File: src/rtl/multicycle_ctrl.sv
// Main control FSM for the multicycle MIPS datapath.
// Walks each instruction through fetch, decode, execute, memory and
// writeback. Control outputs are decoded combinationally from the current
// state and the IR fields. They are forced to zero while reset is asserted,
// so an abort never leaves a write enable active.
module multicycle_ctrl #(
  parameter logic [3:0] RESET_STATE = 4'd0
) (
  input  logic       clk,
  input  logic       rst,
  input  logic [5:0] opcode,
  input  logic [5:0] funct,
  input  logic       zero,
  output logic       pc_we,
  output logic       ir_we,
  output logic       rf_we,
  output logic       mem_we,
  output logic       alu_srca,
  output logic [1:0] alu_srcb,
  output logic [2:0] alu_op,
  output logic [1:0] ext_op,
  output logic [1:0] reg_dst,
  output logic [1:0] wd_sel,
  output logic [1:0] pc_src,
  output logic [3:0] state,
  output logic       instr_done,
  output logic       illegal
);

  typedef enum logic [3:0] {
    S_IF    = 4'd0,
    S_ID    = 4'd1,
    S_MA    = 4'd2,
    S_MR    = 4'd3,
    S_MW    = 4'd4,
    S_WB_LD = 4'd5,
    S_EX_R  = 4'd6,
    S_WB_R  = 4'd7,
    S_EX_I  = 4'd8,
    S_WB_I  = 4'd9,
    S_BR    = 4'd10,
    S_JMP   = 4'd11
  } state_e;

  localparam logic [5:0] OP_R     = 6'b000000;
  localparam logic [5:0] OP_J     = 6'b000010;
  localparam logic [5:0] OP_JAL   = 6'b000011;
  localparam logic [5:0] OP_BEQ   = 6'b000100;
  localparam logic [5:0] OP_ADDIU = 6'b001001;
  localparam logic [5:0] OP_ORI   = 6'b001101;
  localparam logic [5:0] OP_LUI   = 6'b001111;
  localparam logic [5:0] OP_LW    = 6'b100011;
  localparam logic [5:0] OP_SW    = 6'b101011;

  localparam logic [5:0] FN_JR    = 6'b001000;
  localparam logic [5:0] FN_ADDU  = 6'b100001;
  localparam logic [5:0] FN_SUBU  = 6'b100011;
  localparam logic [5:0] FN_AND   = 6'b100100;
  localparam logic [5:0] FN_OR    = 6'b100101;
  localparam logic [5:0] FN_SLT   = 6'b101010;

  localparam logic [2:0] ALU_ADD = 3'd0;
  localparam logic [2:0] ALU_SUB = 3'd1;
  localparam logic [2:0] ALU_OR  = 3'd2;
  localparam logic [2:0] ALU_AND = 3'd3;
  localparam logic [2:0] ALU_SLT = 3'd4;
  localparam logic [2:0] ALU_LUI = 3'd5;

  state_e state_q, state_d;

  logic is_r, r_alu, r_jr;

  // Instruction class decode shared by next-state and output logic
  always_comb begin
    is_r  = (opcode == OP_R);
    r_jr  = is_r && (funct == FN_JR);
    r_alu = is_r && ((funct == FN_ADDU) || (funct == FN_SUBU) ||
                     (funct == FN_AND)  || (funct == FN_OR)   ||
                     (funct == FN_SLT));
  end

  // Next-state selection; unknown codes fall back to fetch
  always_comb begin
    state_d = S_IF;
    case (state_q)
      S_IF: state_d = S_ID;
      S_ID: begin
        if ((opcode == OP_J) || (opcode == OP_JAL) || r_jr)   state_d = S_JMP;
        else if (opcode == OP_BEQ)                            state_d = S_BR;
        else if ((opcode == OP_LW) || (opcode == OP_SW))      state_d = S_MA;
        else if (r_alu)                                       state_d = S_EX_R;
        else if ((opcode == OP_ADDIU) || (opcode == OP_ORI) ||
                 (opcode == OP_LUI))                          state_d = S_EX_I;
        else                                                  state_d = S_IF;
      end
      S_MA:   state_d = (opcode == OP_LW) ? S_MR : S_MW;
      S_MR:   state_d = S_WB_LD;
      S_EX_R: state_d = S_WB_R;
      S_EX_I: state_d = S_WB_I;
      default: state_d = S_IF;
    endcase
  end

  // State register with asynchronous active-low reset
  always_ff @(posedge clk or negedge rst) begin
    if (!rst) state_q <= state_e'(RESET_STATE);
    else      state_q <= state_d;
  end

  // Per-state control decode, gated to zero during reset
  always_comb begin
    pc_we      = 1'b0;
    ir_we      = 1'b0;
    rf_we      = 1'b0;
    mem_we     = 1'b0;
    alu_srca   = 1'b0;
    alu_srcb   = 2'd0;
    alu_op     = ALU_ADD;
    ext_op     = 2'd0;
    reg_dst    = 2'd0;
    wd_sel     = 2'd0;
    pc_src     = 2'd0;
    instr_done = 1'b0;
    illegal    = 1'b0;
    state      = state_q;
    case (state_q)
      S_IF: begin
        ir_we    = 1'b1;
        pc_we    = 1'b1;
        alu_srcb = 2'd1;
      end
      S_ID: begin
        // Speculatively form the branch target into ALUOut
        alu_srcb = 2'd3;
        ext_op   = 2'd1;
        if (!((opcode == OP_J) || (opcode == OP_JAL) || r_jr || r_alu ||
              (opcode == OP_BEQ) || (opcode == OP_LW) || (opcode == OP_SW) ||
              (opcode == OP_ADDIU) || (opcode == OP_ORI) || (opcode == OP_LUI))) begin
          illegal    = 1'b1;
          instr_done = 1'b1;
        end
      end
      S_MA: begin
        alu_srca = 1'b1;
        alu_srcb = 2'd2;
        ext_op   = 2'd1;
      end
      S_MW: begin
        mem_we     = 1'b1;
        instr_done = 1'b1;
      end
      S_WB_LD: begin
        rf_we      = 1'b1;
        wd_sel     = 2'd1;
        instr_done = 1'b1;
      end
      S_EX_R: begin
        alu_srca = 1'b1;
        case (funct)
          FN_SUBU: alu_op = ALU_SUB;
          FN_AND:  alu_op = ALU_AND;
          FN_OR:   alu_op = ALU_OR;
          FN_SLT:  alu_op = ALU_SLT;
          default: alu_op = ALU_ADD;
        endcase
      end
      S_WB_R: begin
        rf_we      = 1'b1;
        reg_dst    = 2'd1;
        instr_done = 1'b1;
      end
      S_EX_I: begin
        alu_srca = 1'b1;
        alu_srcb = 2'd2;
        case (opcode)
          OP_ORI:  begin alu_op = ALU_OR;  ext_op = 2'd0; end
          OP_LUI:  begin alu_op = ALU_LUI; ext_op = 2'd0; end
          default: begin alu_op = ALU_ADD; ext_op = 2'd1; end
        endcase
      end
      S_WB_I: begin
        rf_we      = 1'b1;
        instr_done = 1'b1;
      end
      S_BR: begin
        alu_srca   = 1'b1;
        alu_op     = ALU_SUB;
        pc_src     = 2'd1;
        pc_we      = zero;
        instr_done = 1'b1;
      end
      S_JMP: begin
        pc_we      = 1'b1;
        instr_done = 1'b1;
        if (r_jr) begin
          pc_src = 2'd3;
        end else begin
          pc_src = 2'd2;
          // jal links the already-incremented PC into $31
          if (opcode == OP_JAL) begin
            rf_we   = 1'b1;
            reg_dst = 2'd2;
            wd_sel  = 2'd2;
          end
        end
      end
      default: ;
    endcase
    if (!rst) begin
      pc_we      = 1'b0;
      ir_we      = 1'b0;
      rf_we      = 1'b0;
      mem_we     = 1'b0;
      alu_srca   = 1'b0;
      alu_srcb   = 2'd0;
      alu_op     = ALU_ADD;
      ext_op     = 2'd0;
      reg_dst    = 2'd0;
      wd_sel     = 2'd0;
      pc_src     = 2'd0;
      instr_done = 1'b0;
      illegal    = 1'b0;
      state      = 4'd0;
    end
  end

endmodule

File: config.mk
export PLATFORM = sky130hd
export DESIGN_NAME = multicycle_ctrl
export DESIGN_NICKNAME = d
export VERILOG_FILES = /design/src/rtl/multicycle_ctrl.sv
export SDC_FILE = /design/constraint.sdc
export NUM_CORES = 1
export LEC_CHECK = 0
export CAP_MARGIN = 20
export CELL_PAD_IN_SITES_DETAIL_PLACEMENT = 0
export CELL_PAD_IN_SITES_GLOBAL_PLACEMENT = 2
export CORE_ASPECT_RATIO = 0.8
export CORE_MARGIN = 4
export CORE_UTILIZATION = 22
export DETAILED_ROUTE_END_ITERATION = 10
export GPL_TIMING_DRIVEN = 0
export MAX_ROUTING_LAYER = met4
export PLACE_DENSITY_LB_ADDON = 0.15
export SETUP_SLACK_MARGIN = 0.5
export SLEW_MARGIN = 20
export SYNTH_ARGS = -nofsm -noshare
export SYNTH_HDL_FRONTEND = slang
export SYNTH_SLANG_ARGS = --single-unit
File: constraint.sdc
create_clock -name clk -period 4.7 [get_ports clk]
set_input_delay 0.94 -clock clk [delete_from_list [all_inputs] [get_ports clk]]
set_output_delay 0.94 -clock clk [all_outputs]
set_load 0.005 [all_outputs]
---- Yosys cells after proc, flatten, opt, wreduce, memory -nomap -nowiden ----
Index checks and enable logic that the tools add are counted.
storage, ports and cells
  register bits after elaboration ......... 4
  bits of input ports ..................... 15
  output and inout port bits .............. 24
  word-level logic and storage cells ...... 96
cells by class
  eq/ne operators ......................... 25
  mux-type cells .......................... 43
  reduce and logical (&&, ||, !) cells .... 27
operators by type and width
  cell                                                                    count
  6-bit equality test (second input constant)                             7
  6-bit by 4-bit equality test with 1-bit output (second input constant)  4
  4-bit two-way mux                                                       6
  4-bit case mux with 6 select lines                                      1
  4-bit by 3-bit equality test with 1-bit output (second input constant)  4
  4-bit equality test (second input constant)                             4
  1-bit logical OR                                                        16
  1-bit two-way mux                                                       16
  2-bit two-way mux                                                       7
  6-bit by 2-bit equality test with 1-bit output (second input constant)  2
  2-bit case mux with 2 select lines                                      3
  3-bit case mux with 4 select lines                                      1
  3-bit case mux with 3 select lines                                      1
  4-bit by 2-bit equality test with 1-bit output (second input constant)  2
  1-bit case mux with 2 select lines                                      4
  2-bit OR reduction                                                      4
  6-bit by 3-bit equality test with 1-bit output (second input constant)  1
  6-bit logical NOT                                                       1
  3-bit two-way mux                                                       2
  2-bit case mux with 3 select lines                                      1
  3-bit case mux with 2 select lines                                      1
  6-bit OR reduction                                                      1
  4-bit by 1-bit equality test with 1-bit output (second input constant)  1
  4-bit logical NOT                                                       1
  3 further kinds                                                         4

---- Depth between registers and ports, before layout ----
  depth after elaboration ................. 16
  mapped depth ............................ 6
  depth with buffers taken out ............ 5

---- Worst setup path after synthesis ----
Ideal clock, no wire load.
  path kind ............................... in2out
  start point ............................. in opcode[2]
  end point ............................... out pc_src[0]
  data arrival time ....................... 2.544 ns
  path slack .............................. 1.216 ns
  stages on the path ...................... 4
  buffers on the path ..................... 0
  cell sequence ........................... or4_4 > or3_4 > or4_4 > a211oi_2
between the ends
  word-level cells in the longest chain between the ends .. 5
ends and longest elaborated chain
  element                             RTL line  source
  start: declaration                  11        input logic [5:0] opcode,
  6-bit logical NOT                   75        is_r = (opcode == OP_R);
  1-bit logical AND                   76        r_jr = is_r && (funct == FN_JR);
  1-bit two-way mux                   195       if (r_jr) begin
  2-bit case mux with 2 select lines  126       case (state_q)
  2-bit two-way mux                   209       if (!rst) begin
  end: declaration                    24        output logic [1:0] pc_src,
Every way passes these cells.

---- Worst setup path in the final report ----
  start point ............................. in opcode[4]
  end point ............................... out instr_done
between the ends
  word-level cells in the longest chain between the ends .. 13
  elaborated cells between the ends (all ways) .. 23
  those cells by class .................... 8 x eq/ne; 3 x mux; 12 x reduce/logical
ends and longest elaborated chain
  element                                                                              RTL line  source
  6-bit by 2-bit equality test with 1-bit output or 6-bit logical NOT (tied branches)  136, 75
  1-bit logical OR or 1-bit logical AND (tied branches)                                136, 76
  1-bit logical OR (3 in series)                                                       136       if (!((opcode == OP_J) || (opcode == OP_JAL) || r_jr || r_alu ||
  1-bit logical OR (3 in series)                                                       137       (opcode == OP_BEQ) || (opcode == OP_LW) || (opcode == OP_SW) ||
  1-bit logical OR                                                                     138       (opcode == OP_ADDIU) || (opcode == OP_ORI) || (opcode == OP_LUI))) begin
  1-bit logical OR *                                                                   138
  1-bit two-way mux *                                                                  136
  1-bit case mux with 2 select lines *                                                 126
  1-bit two-way mux *                                                                  209
  end: declaration                                                                     26        output logic instr_done,
Mark *: on every way between the ends. The rest lies on a longest branch, timed or not.

==> summary.md <==
| Metric | Value |
|---|---|
| Status | finished, final reports clean |
| Sequential-to-total area share from yosys stat | 0.117 |
| IO buf count | 36 |
| Worst-margin pin slew | 0.552 ns |
| Mapped Area | 855 µm² |
| H-tree lvl count | 1 |
| Post-Layout Inst Area | 0.00132 mm² |
| Final Core Density | 0.368 |
| Max stage delay on crit path | 0.51 ns |
| Vias per Instance | 4.91 |
| Worst hold slack | 0.765 ns |
| Final hold vios | 0 |
| Bufs and invs on worst path | 2 |
| Clk sinks | 4 |
| Initial core utilization | 0.238 |
| # diodes | 0 |
| Worst skew pair latency | 0.22 ns |
| R2R depth | 6 |
| HP Class | in2async |
| Stages on the worst setup path | 7 |
| Number of synthesized flops with an enable pin | 0 |
| Dpl cells | 216 |
| Cell Rows | 19 |
| CP Max Fanout | 5 |
| Largest net degree at the start of global routing | 13 |
| First-pass GRT wire length | 5040 µm |
| WL final | 3120 µm |
| Max-Cap Viols | 0 |
| Ys flop type | dfrtp_1 |
| TritonCTS clock tree | done |
| GPL Wtd Cong | 0.784 |
| Vias in the first global route | 999 |
| Worst r2r src | state_q[1] |
| Family with the most delay on the worst path | simple AND/OR/NAND/NOR gates |
| Overflow after GRT | 0 |
| Slowest-stage cell, CP | or4_4 |
| IO Pins | 39 |
| Cell Pwr Density | 254 mW/mm² |
| Final period util | 0.872 |
| CTS max path bufs | 2 |
| Largest registers | state_q x4 |
| Async S/R FF share, synth | 1.00 |
| Synth cell types | 45 |
| Setup crit start kind | primary input |
| Avg Cell Area, Syn | 6.68 µm² |
| RSZ-0062 raised after global routing | false |
| Min cycle time layout | 4.10 ns |
| Die area | 0.00495 mm² |
| Routed via count | 1,075 |
| Area Growth Syn to Fin | 54.8% |
| Slew headroom | 0.629 |
| Non-Filler Instances | 219 |
| Final layout net count | 184 |
| Die X | 77.7 µm |
| Syn nets | 143 |
| Final ANT Viol Nets | 0 |
| Die Y | 63.7 µm |
| Wirelength per Cell | 14.2 µm |
| CTS clock-pin slew for the worst setup and hold paths | 0.03 ns |
| Core area | 0.00359 mm² |
| Critical setup path kind | in2out |
| Max VDD drop | 0.0821 mV |
| DPL Wire Length | 2480 µm |
| Crit path required time | 3.76 ns |
| Dpl cell area | 0.00128 mm² |
| Clk_skew | 0.00305 ns |
| Cells along the critical path | dlygate4sd2_1 > or4_4 > or3_4 > a211o_2 > nor4b_2 > nand2b_1 > clkdlybuf4s50_1 |
| Pins Over Slew Limit | 0 |
| DRC | 0 |
| TritonCTS Buffers | 3 |
| Share of cells above drive strength 1 | 0.114 |
| Worst setup startpoint | opcode[4] |
| Initial antenna violation count | 0 |
| First-pass DRT Iterations | 4 |
| Cells after Synth | 128 |
| Synth Register Bits | 4 |
| Post-CTS setup buffer count | 0 |
| Reg with most FFs | state_q |
| Element type at the critical path end | primary output |
| Number of flip-flops in the largest register | 4 |
| Setup violations, final | 0 |
| Root Driver | clkbuf_8 |
| Leakage power | 0.485 nW |
| Fmax | 244 MHz |
| Setup TNS | 0 ns |
| Total Routing Usage GR | 0.131 |
| WP data arrival | 3.16 ns |
| Number of DRC markers in iteration 0 | 51 |
| Synth Warn # | 0 |
[layout by cell type (no fill, tap or decap), types with 4 or more instances in the layout]
cell / synthesis / routed
nor3_1: 5 / 5
o21ai_0: 5 / 5
and2_1: 4 / 4
inv_1: 4 / 4
clkbuf_1: 10 / 9
dfrtp_1: 4 / 4
dlygate4sd2_1: 0 / 7
a21oi_1: 8 / 8
nand3_1: 4 / 4
clkdlybuf4s50_1: 0 / 26
nor2b_1: 6 / 6
nor2_1: 13 / 13
nand2b_1: 9 / 9
nand2_1: 8 / 8
[worst paths after layout]
| check | slack [ns] | endpoint |
|---|---|---|
| worst max-delay path | 0.60 | instr_done |
| worst min-delay path | 0.77 | state_q[2] |
| worst max register to register | 2.52 | state_q[2] |
| worst min register to register | 0.93 | state_q[1] |
| max in group asynchronous | 3.63 | state_q[0] |
| min in group clk | 0.93 | state_q[1] |
[through the flow]
stage	total power, W	setup slack, ns
after floorplan	0.000164	1.22
after global placement	0.000264	0.0707
after detailed placement	0.000264	0.0548
after CTS	0.000338	0.508
after global routing	0.000365	0.527
final	0.000336	0.600
[layout make-up]
cell class	count	area, µm²
Sequential cell	4	100
Buffer	11	46.3
Tap cell	52	65.1
Timing Repair Buffer	36	344
Inverter	4	15.0
Clock buffer	3	41.3
Multi-Input combinational cell	109	711
Fill cell	390	2270
[synthesized netlist by cell type (4+ instances only)]
master	number	share of area
dfrtp_1	4	0.12
inv_1	4	0.018
nor2_1	13	0.057
and2_1	4	0.029
clkbuf_1	10	0.044
nand3_1	4	0.023
nor3_1	5	0.029
a21oi_1	8	0.047
o21ai_0	5	0.029
nand2b_1	9	0.066
nand2_1	8	0.035
nor2b_1	6	0.044
[metal layers]
metal / GRT usage / part of all wire
met5: - / 0
met1: 0.192 / 0.53
met3: 0.0295 / 0.054
met4: 0.0267 / 0.0064
met2: 0.181 / 0.41
[power breakdown]
part           leakage (nW)  switching [W]  internal [W]  total (W)
clock network        0.0216      0.0000189     0.0000547  0.0000736
registers            0.0531     0.00000132     0.0000416  0.0000429
logic                 0.410       0.000119      0.000101   0.000219
[repair_timing]
action                     CTS  global route
pin swaps                    0             1
setup endpoints to repair    4             4
hold buffers                 0             0
resized for setup           12             7
cloned                       0             0
[logic make-up after synthesis]
family,after synthesis,synth area share
xor gates and xnor gates,2,0.0205
other,1,0.00439
AOI/OAI and AO/OA,30,0.249
buffers and inverters,15,0.0703
muxes,1,0.0117
and+or+nand+nor,75,0.527
DFF,4,0.117
No activity file was read; power rests on OpenSTA's default activity.
